[config.mk]
export PLATFORM = sky130hd
export DESIGN_NAME = xillybus_w_packer_flat
export DESIGN_NICKNAME = d
export VERILOG_FILES = /design/src/rtl/xillybus_w_packer_if.sv /design/src/rtl/xillybus_w_packer.sv /design/src/flat_wrapper.sv
export SDC_FILE = /design/constraint.sdc
export NUM_CORES = 1
export LEC_CHECK = 0
export CAP_MARGIN = 15
export CORE_ASPECT_RATIO = 1.5
export CORE_MARGIN = 8
export CORE_UTILIZATION = 45
export CTS_CLUSTER_SIZE = 16
export DETAILED_ROUTE_END_ITERATION = 10
export GPL_TIMING_DRIVEN = 0
export PLACE_DENSITY = 0.76
export SLEW_MARGIN = 20
export SYNTH_ARGS = -nofsm -noshare
export SYNTH_HDL_FRONTEND = slang
export SYNTH_SLANG_ARGS = --single-unit
[constraint.sdc]
create_clock -name bus_clk -period 8.6 [get_ports bus_clk]
set_clock_uncertainty 0.2 [all_clocks]
set_input_delay 2.15 -clock bus_clk [delete_from_list [all_inputs] [get_ports bus_clk]]
set_output_delay 2.15 -clock bus_clk [all_outputs]
set_load 0.005 [all_outputs]
[src/rtl/xillybus_w_packer_if.sv]
// Host write-stream and packed-beat handshake bundle for xillybus_w_packer.
interface xillybus_w_packer_if #(
  parameter int unsigned WORDS = 4
);
  logic                  user_w_w_wren;
  logic [31:0]           user_w_w_data;
  logic                  user_w_w_open;
  logic                  user_w_w_full;
  logic [32*WORDS-1:0]   out_data;
  logic                  out_valid;
  logic                  out_ready;
  logic                  out_last;

  // Environment side: Xillybus core plus downstream consumer
  modport master (
    output user_w_w_wren, user_w_w_data, user_w_w_open, out_ready,
    input  user_w_w_full, out_data, out_valid, out_last
  );

  // Packer side
  modport slave (
    input  user_w_w_wren, user_w_w_data, user_w_w_open, out_ready,
    output user_w_w_full, out_data, out_valid, out_last
  );
endinterface

[src/rtl/xillybus_w_packer.sv]
// Xillybus 32-bit write-stream sink: FIFO-buffers words and packs WORDS of them per
// output beat, flushing a zero-padded partial beat and marking the last beat on close.
module xillybus_w_packer #(
  parameter int unsigned WORDS = 4,
  parameter int unsigned DEPTH = 16
) (
  input  logic                   bus_clk,
  input  logic                   bus_rst,
  xillybus_w_packer_if.slave     w,
  output logic                   stream_done,
  output logic                   overflow,
  output logic [$clog2(DEPTH):0] fifo_count
);

  localparam int unsigned AW = $clog2(DEPTH);
  localparam int unsigned CW = AW + 1;
  localparam int unsigned IW = $clog2(WORDS);
  localparam int unsigned BW = 32 * WORDS;

  typedef enum logic {FILL, HOLD} state_t;

  state_t          state_q, state_d;
  logic [31:0]     mem [DEPTH];
  logic [AW-1:0]   wr_ptr_q, rd_ptr_q;
  logic [CW-1:0]   count_q;
  logic            full_q;
  logic [IW-1:0]   idx_q, idx_d;
  logic [BW-1:0]   data_q, data_d;
  logic            valid_q, valid_d;
  logic            last_q, last_d;
  logic            done_q, done_d;
  logic            closing_q, closing_d;
  logic            open_q;
  logic            ovf_q;

  logic            wr_acc_c;
  logic            pop_c;
  logic            empty_c;
  logic            open_fall_c;
  logic            open_rise_c;
  logic [31:0]     rd_word_c;
  logic [CW-1:0]   count_nxt_c;

  assign wr_acc_c    = w.user_w_w_wren && !full_q;
  assign empty_c     = (count_q == '0);
  assign open_fall_c = open_q && !w.user_w_w_open;
  assign open_rise_c = !open_q && w.user_w_w_open;
  assign rd_word_c   = mem[rd_ptr_q];
  assign count_nxt_c = count_q + CW'(wr_acc_c) - CW'(pop_c);

  // FIFO storage: contents need no reset, pointers define validity
  always_ff @(posedge bus_clk) begin
    if (wr_acc_c) mem[wr_ptr_q] <= w.user_w_w_data;
  end

  // FIFO pointers, occupancy and registered full flag
  always_ff @(posedge bus_clk or posedge bus_rst) begin
    if (bus_rst) begin
      wr_ptr_q <= '0;
      rd_ptr_q <= '0;
      count_q  <= '0;
      full_q   <= 1'b0;
    end else begin
      if (wr_acc_c) wr_ptr_q <= wr_ptr_q + AW'(1);
      if (pop_c)    rd_ptr_q <= rd_ptr_q + AW'(1);
      count_q <= count_nxt_c;
      full_q  <= (count_nxt_c == CW'(DEPTH));
    end
  end

  // Packer next-state: pops one word per cycle into the lane register
  always_comb begin
    state_d   = state_q;
    idx_d     = idx_q;
    data_d    = data_q;
    valid_d   = valid_q;
    last_d    = last_q;
    done_d    = 1'b0;
    closing_d = closing_q;
    pop_c     = 1'b0;

    unique case (state_q)
      FILL: begin
        if (!empty_c) begin
          pop_c = 1'b1;
          data_d[32*idx_q +: 32] = rd_word_c;
          if (idx_q == IW'(WORDS - 1)) begin
            idx_d   = '0;
            valid_d = 1'b1;
            state_d = HOLD;
            // Last only if this word is the stream's final one already in hand
            last_d  = (closing_q || open_fall_c) && (count_q == CW'(1)) && !wr_acc_c;
          end else begin
            idx_d = idx_q + IW'(1);
          end
        end else if (closing_q && !w.user_w_w_open) begin
          if (idx_q != '0) begin
            for (int unsigned l = 0; l < WORDS; l++) begin
              if (IW'(l) >= idx_q) data_d[32*l +: 32] = 32'h0;
            end
            idx_d   = '0;
            valid_d = 1'b1;
            last_d  = 1'b1;
            state_d = HOLD;
          end else begin
            done_d    = 1'b1;
            closing_d = 1'b0;
          end
        end
      end
      HOLD: begin
        if (valid_q && w.out_ready) begin
          valid_d = 1'b0;
          last_d  = 1'b0;
          state_d = FILL;
          if (last_q) begin
            done_d    = 1'b1;
            closing_d = 1'b0;
          end
          // Start the next beat in the handshake cycle for full throughput
          if (!empty_c) begin
            pop_c        = 1'b1;
            data_d[31:0] = rd_word_c;
            idx_d        = IW'(1);
          end
        end
      end
      default: state_d = FILL;
    endcase

    if (open_fall_c) closing_d = 1'b1;
    if (open_rise_c) closing_d = 1'b0;
  end

  // Packer and status registers
  always_ff @(posedge bus_clk or posedge bus_rst) begin
    if (bus_rst) begin
      state_q   <= FILL;
      idx_q     <= '0;
      data_q    <= '0;
      valid_q   <= 1'b0;
      last_q    <= 1'b0;
      done_q    <= 1'b0;
      closing_q <= 1'b0;
      open_q    <= 1'b0;
      ovf_q     <= 1'b0;
    end else begin
      state_q   <= state_d;
      idx_q     <= idx_d;
      data_q    <= data_d;
      valid_q   <= valid_d;
      last_q    <= last_d;
      done_q    <= done_d;
      closing_q <= closing_d;
      open_q    <= w.user_w_w_open;
      if (w.user_w_w_wren && full_q) ovf_q <= 1'b1;
      else if (open_rise_c)          ovf_q <= 1'b0;
    end
  end

  assign w.user_w_w_full = full_q;
  assign w.out_data      = data_q;
  assign w.out_valid     = valid_q;
  assign w.out_last      = last_q;
  assign stream_done     = done_q;
  assign overflow        = ovf_q;
  assign fifo_count      = count_q;

endmodule

[src/flat_wrapper.sv]
// flat-port wrapper written by rule: the top's interface ports become plain ports
module xillybus_w_packer_flat 
#(
  parameter int unsigned WORDS = 4,
  parameter int unsigned DEPTH = 16
)
  (bus_clk, bus_rst, stream_done, overflow, fifo_count, w_user_w_w_wren, w_user_w_w_data, w_user_w_w_open, w_out_ready, w_user_w_w_full, w_out_data, w_out_valid, w_out_last);
  xillybus_w_packer_if #(.WORDS(WORDS)) w_i ();
  input  logic bus_clk;
  input  logic bus_rst;
  output logic stream_done;
  output logic overflow;
  output logic [$clog2(DEPTH):0] fifo_count;
  input wire logic [$bits(w_i.user_w_w_wren)-1:0] w_user_w_w_wren;
  input wire logic [$bits(w_i.user_w_w_data)-1:0] w_user_w_w_data;
  input wire logic [$bits(w_i.user_w_w_open)-1:0] w_user_w_w_open;
  input wire logic [$bits(w_i.out_ready)-1:0] w_out_ready;
  output wire logic [$bits(w_i.user_w_w_full)-1:0] w_user_w_w_full;
  output wire logic [$bits(w_i.out_data)-1:0] w_out_data;
  output wire logic [$bits(w_i.out_valid)-1:0] w_out_valid;
  output wire logic [$bits(w_i.out_last)-1:0] w_out_last;
  assign w_i.user_w_w_wren = w_user_w_w_wren;
  assign w_i.user_w_w_data = w_user_w_w_data;
  assign w_i.user_w_w_open = w_user_w_w_open;
  assign w_i.out_ready = w_out_ready;
  assign w_user_w_w_full = w_i.user_w_w_full;
  assign w_out_data = w_i.out_data;
  assign w_out_valid = w_i.out_valid;
  assign w_out_last = w_i.out_last;
  xillybus_w_packer #(.WORDS(WORDS), .DEPTH(DEPTH)) u_core (.bus_clk(bus_clk), .bus_rst(bus_rst), .w(w_i), .stream_done(stream_done), .overflow(overflow), .fifo_count(fifo_count));
endmodule
==> reports/results.md <==
• outcome: complete, no violations
• core box area: 56500 um^2
• CTS tree: done
• final slew viol count: 0
• max-slew headroom at the worst pin: 36.8%
• detailed-route via count: 14200
• number of nets at the end of the flow: 1664
• fraction of power consumed by combinational cells: 36.0%
• Period Utilization, post-route: 53.8%
• FMAX: 0.216 GHz
• mean instance size in the synthesized netlist: 18.7 um^2
• number of nets with antenna violations after routing: 0
• total of hold buffers inserted after clock tree synthesis: 0
• Final Instance Area: 30400 um^2
• reg2reg path depth: 12
• static leakage: 10.8 nW
• pin count of the biggest net entering global routing: 110
• grt total ovfl: 0
• number of CTS-inserted buffers: 54
• crit-path leading delay family: adder cells
• commonest non-fill, non-tap cell in the layout: sky130_fd_sc_hd__edfxtp_1
• Gate Count Post-Synth: 1361
• Final setup viols: 0
• slew at the pin with the worst max-slew slack: 0.948 ns
• layout cells sized above 1: 19.3%
• required time reported for the critical path endpoint: 8.93 ns
• Fillers: 4325
• number of enable-type register cells in the synthesized netlist: 512
• area taken by flip-flops and latches: 19200 um^2
• commonest cells after routing, fill and taps aside: sky130_fd_sc_hd__edfxtp_1 (512), sky130_fd_sc_hd__clkdlybuf4s50_1 (174), sky130_fd_sc_hd__dfrtp_1 (151)
• number of hold violations in the final report: 0
• total wirelength of the detailed-routed design: 65.3 mm
• buffer and inverter count on the worst path: 2
• number of I/O port buffers: 174
• Clk pin slew, worst setup/hold paths: 0.07 ns
• area of combinational cells with multiple inputs: 5900 um^2
• Clk Tree Root Cell: sky130_fd_sc_hd__clkbuf_16
• number of distinct library cell variants in the gate-level netlist after synthesis: 50
• critical path's largest stage delay: 0.64 ns
• post-detailed-placement half-perimeter wirelength: 44.1 mm
• min-delay worst type: flop to flop
• worst hold stages: 1
• Yosys warning count: 0
• CP Capture Type: flop
• I/O pin count: 175
• Core Util, Final: 53.8%
• maximum resistive drop on vdd: 0.164 mV
• Post-Syn Nets: 1417
• Reg power frac: 40.3%
• clock share of power: 23.7%
• most frequent cell on the critical path: sky130_fd_sc_hd__ha_1
• count of maximum capacitance violations: 0
• worst slack, placed: 3.38 ns
• setup slack, reg-to-reg: 5.20 ns
• Top FF cell, synth: sky130_fd_sc_hd__edfxtp_1
• Sinks on Clock Net: 663
• Post-DP Area: 28700 um^2
• wire length of the first global-routing pass: 95.9 mm
• summed instance area of the synthesized netlist: 25500 um^2
• number of iterations in the first detailed-routing pass: 5
• final setup slack of the worst path: 3.98 ns
• worst reg2reg startpoint: u_core.fifo_count[3]
• cell-internal power: 6.85 mW
• die footprint: 64700 um^2
• number of buffers between clock root and the deepest sink: 3
• global-route usage over all layers: 19.8%
• antenna violations before repair: 6
• switching share of power: 33.6%
• Worst R2R End: u_core.w.user_w_w_full
• series of cell instances along the critical path: clkdlybuf4s50_1 > a21boi_0 > nor2_1 > ha_1 > inv_1 > ha_1 > fa_1 > a21oi_1 > o21bai_1 > xnor2_1 > and3b_1
• cell area power density: 340 nW/um^2
• row count: 107
• number of instances resized during post-cts repair: 0
• gp weighted congestion: 0.861
• number of DRC violations after detailed routing: 0
• mean number of vias per cell: 5.88
• relative area change from synthesis to final layout: 19.1%
• Initial DRC Count: 1137
• Seq/Total Area, Yosys: 75.1%
• synthesis-stage register bit count: 663
• path type of the worst setup path: input port to flop
• Starting Density: 45.2%
• CP Launch Type: input port
• largest fanout of any net on the critical path: 6
• maximum level of the CTS H-tree: 2
• clock period minus worst slack: 4.62 ns
• worst-case hold slack: 0.302 ns
• setup repair after global routing missed its margin: false
• data arrival time of the worst path: 4.96 ns
• number of global-route vias before repair: 15200
• switching power: 3.47 mW
• final total negative setup slack: 0 ns
• source of the worst hold timing path: u_core.w.out_data[126]
• Post-synth ARST share: 22.8%
• library cell contributing the largest single delay on the critical path: sky130_fd_sc_hd__nor2_1
• post-detailed-route wirelength per cell: 27.0 um
• height of the die: 308 um
• floorplan die width: 210 um
• Endpoint, Worst Hold: u_core.w.out_data[126]
• setup bufs post-CTS: 0
• clock insertion delay at the later pin of the skew report: 0.59 ns
[worst max-delay path by stage]
stage	to	from	slack [ns]	depth (start not counted)
finish	u_core.w.user_w_w_full	w_out_ready	3.98	11
global route	u_core.w.user_w_w_full	w_out_ready	3.81	11
CTS	u_core.w.user_w_w_full	w_out_ready	3.98	11
detailed placement	u_core.w.user_w_w_full	w_out_ready	3.38	11
global placement	u_core.fifo_count[3]	bus_rst	0.51	2
floorplan	u_core.closing_q	bus_rst	2.19	1
[cell usage after synthesis (all sizes together) (3+ instances only)]
| cell | count | area share (%) |
|---|---|---|
| buf | 42 | 1.0 |
| nand3 | 3 | 0.059 |
| nor4b | 3 | 0.21 |
| nor2 | 11 | 0.16 |
| mux4 | 64 | 5.6 |
| mux2i | 30 | 1.2 |
| and2 | 17 | 0.42 |
| o21ai | 43 | 0.86 |
| clkbuf | 42 | 0.62 |
| o22ai | 97 | 2.4 |
| o21bai | 3 | 0.088 |
| xnor2 | 6 | 0.21 |
| nand2 | 11 | 0.16 |
| edfxtp | 512 | 60 |
| dfrtp | 151 | 15 |
| ha | 18 | 0.88 |
| xor2 | 4 | 0.14 |
| inv | 18 | 0.26 |
| mux2 | 99 | 4.4 |
| a21o | 32 | 0.97 |
| a22o | 129 | 4.4 |
[flip-flops by register name (all words and copies together), names as in the netlist, 2 cells and up]
register	cells
u_core.w.out_data	128
u_core.wr_ptr_q	4
u_core.mem	512
u_core.fifo_count	5
u_core.rd_ptr_q	4
u_core.idx_q	2
[routing by layer]
layer  part of all wire [%]  GRT usage, %
met1                     34          21.0
met2                     54          37.5
met3                    7.6          3.77
met4                    4.6          9.23
met5                  0.020             0
[cell type report]
| cell class | count | area share, % |
|---|---|---|
| Clock inverter | 29 | 0.872 |
| Inverter | 18 | 0.247 |
| Buffer | 84 | 1.37 |
| Timing Repair Buffer | 191 | 7.07 |
| Tap cell | 763 | 3.14 |
| Clock buffer | 70 | 4.85 |
| Antenna cell | 5 | 0.0412 |
| Multi-Input combinational cell | 596 | 19.4 |
| Sequential cell | 663 | 63.0 |
[cells by family (layout without fill, tap and decap cells)]
logic type                 after synthesis  count (layout)  synth area share (%)
DFF                                    663             663                  75.1
AOI/OAI and AO/OA                      315             315                  9.12
muxes                                  193             193                  11.2
buffers and inverters                  102             392                  1.90
and+or+nand+nor                         59              59                  1.42
adders and majority gates               19              19                 0.961
xor gates and xnor gates                10              10                 0.343
other                                    0               5                     0
[stage by stage]
step / instances / power, mW
floorplan: 1361 / 6.31
global placement: 2298 / 7.74
detailed placement: 2315 / 7.91
CTS: 2414 / 10.3
global route: 2415 / 10.7
finish: 2419 / 10.3
[power groups by stage]
stage	combinational [mW]	sequential [mW]	clock, mW
2_1_floorplan	2.14	4.17	0
3_3_place_gp	3.54	4.20	0
3_5_place_dp	3.70	4.21	0
4_1_cts	3.73	4.15	2.46
5_1_grt	3.93	4.19	2.57
6_report	3.72	4.16	2.45
Power figures use the tool's default switching activity.
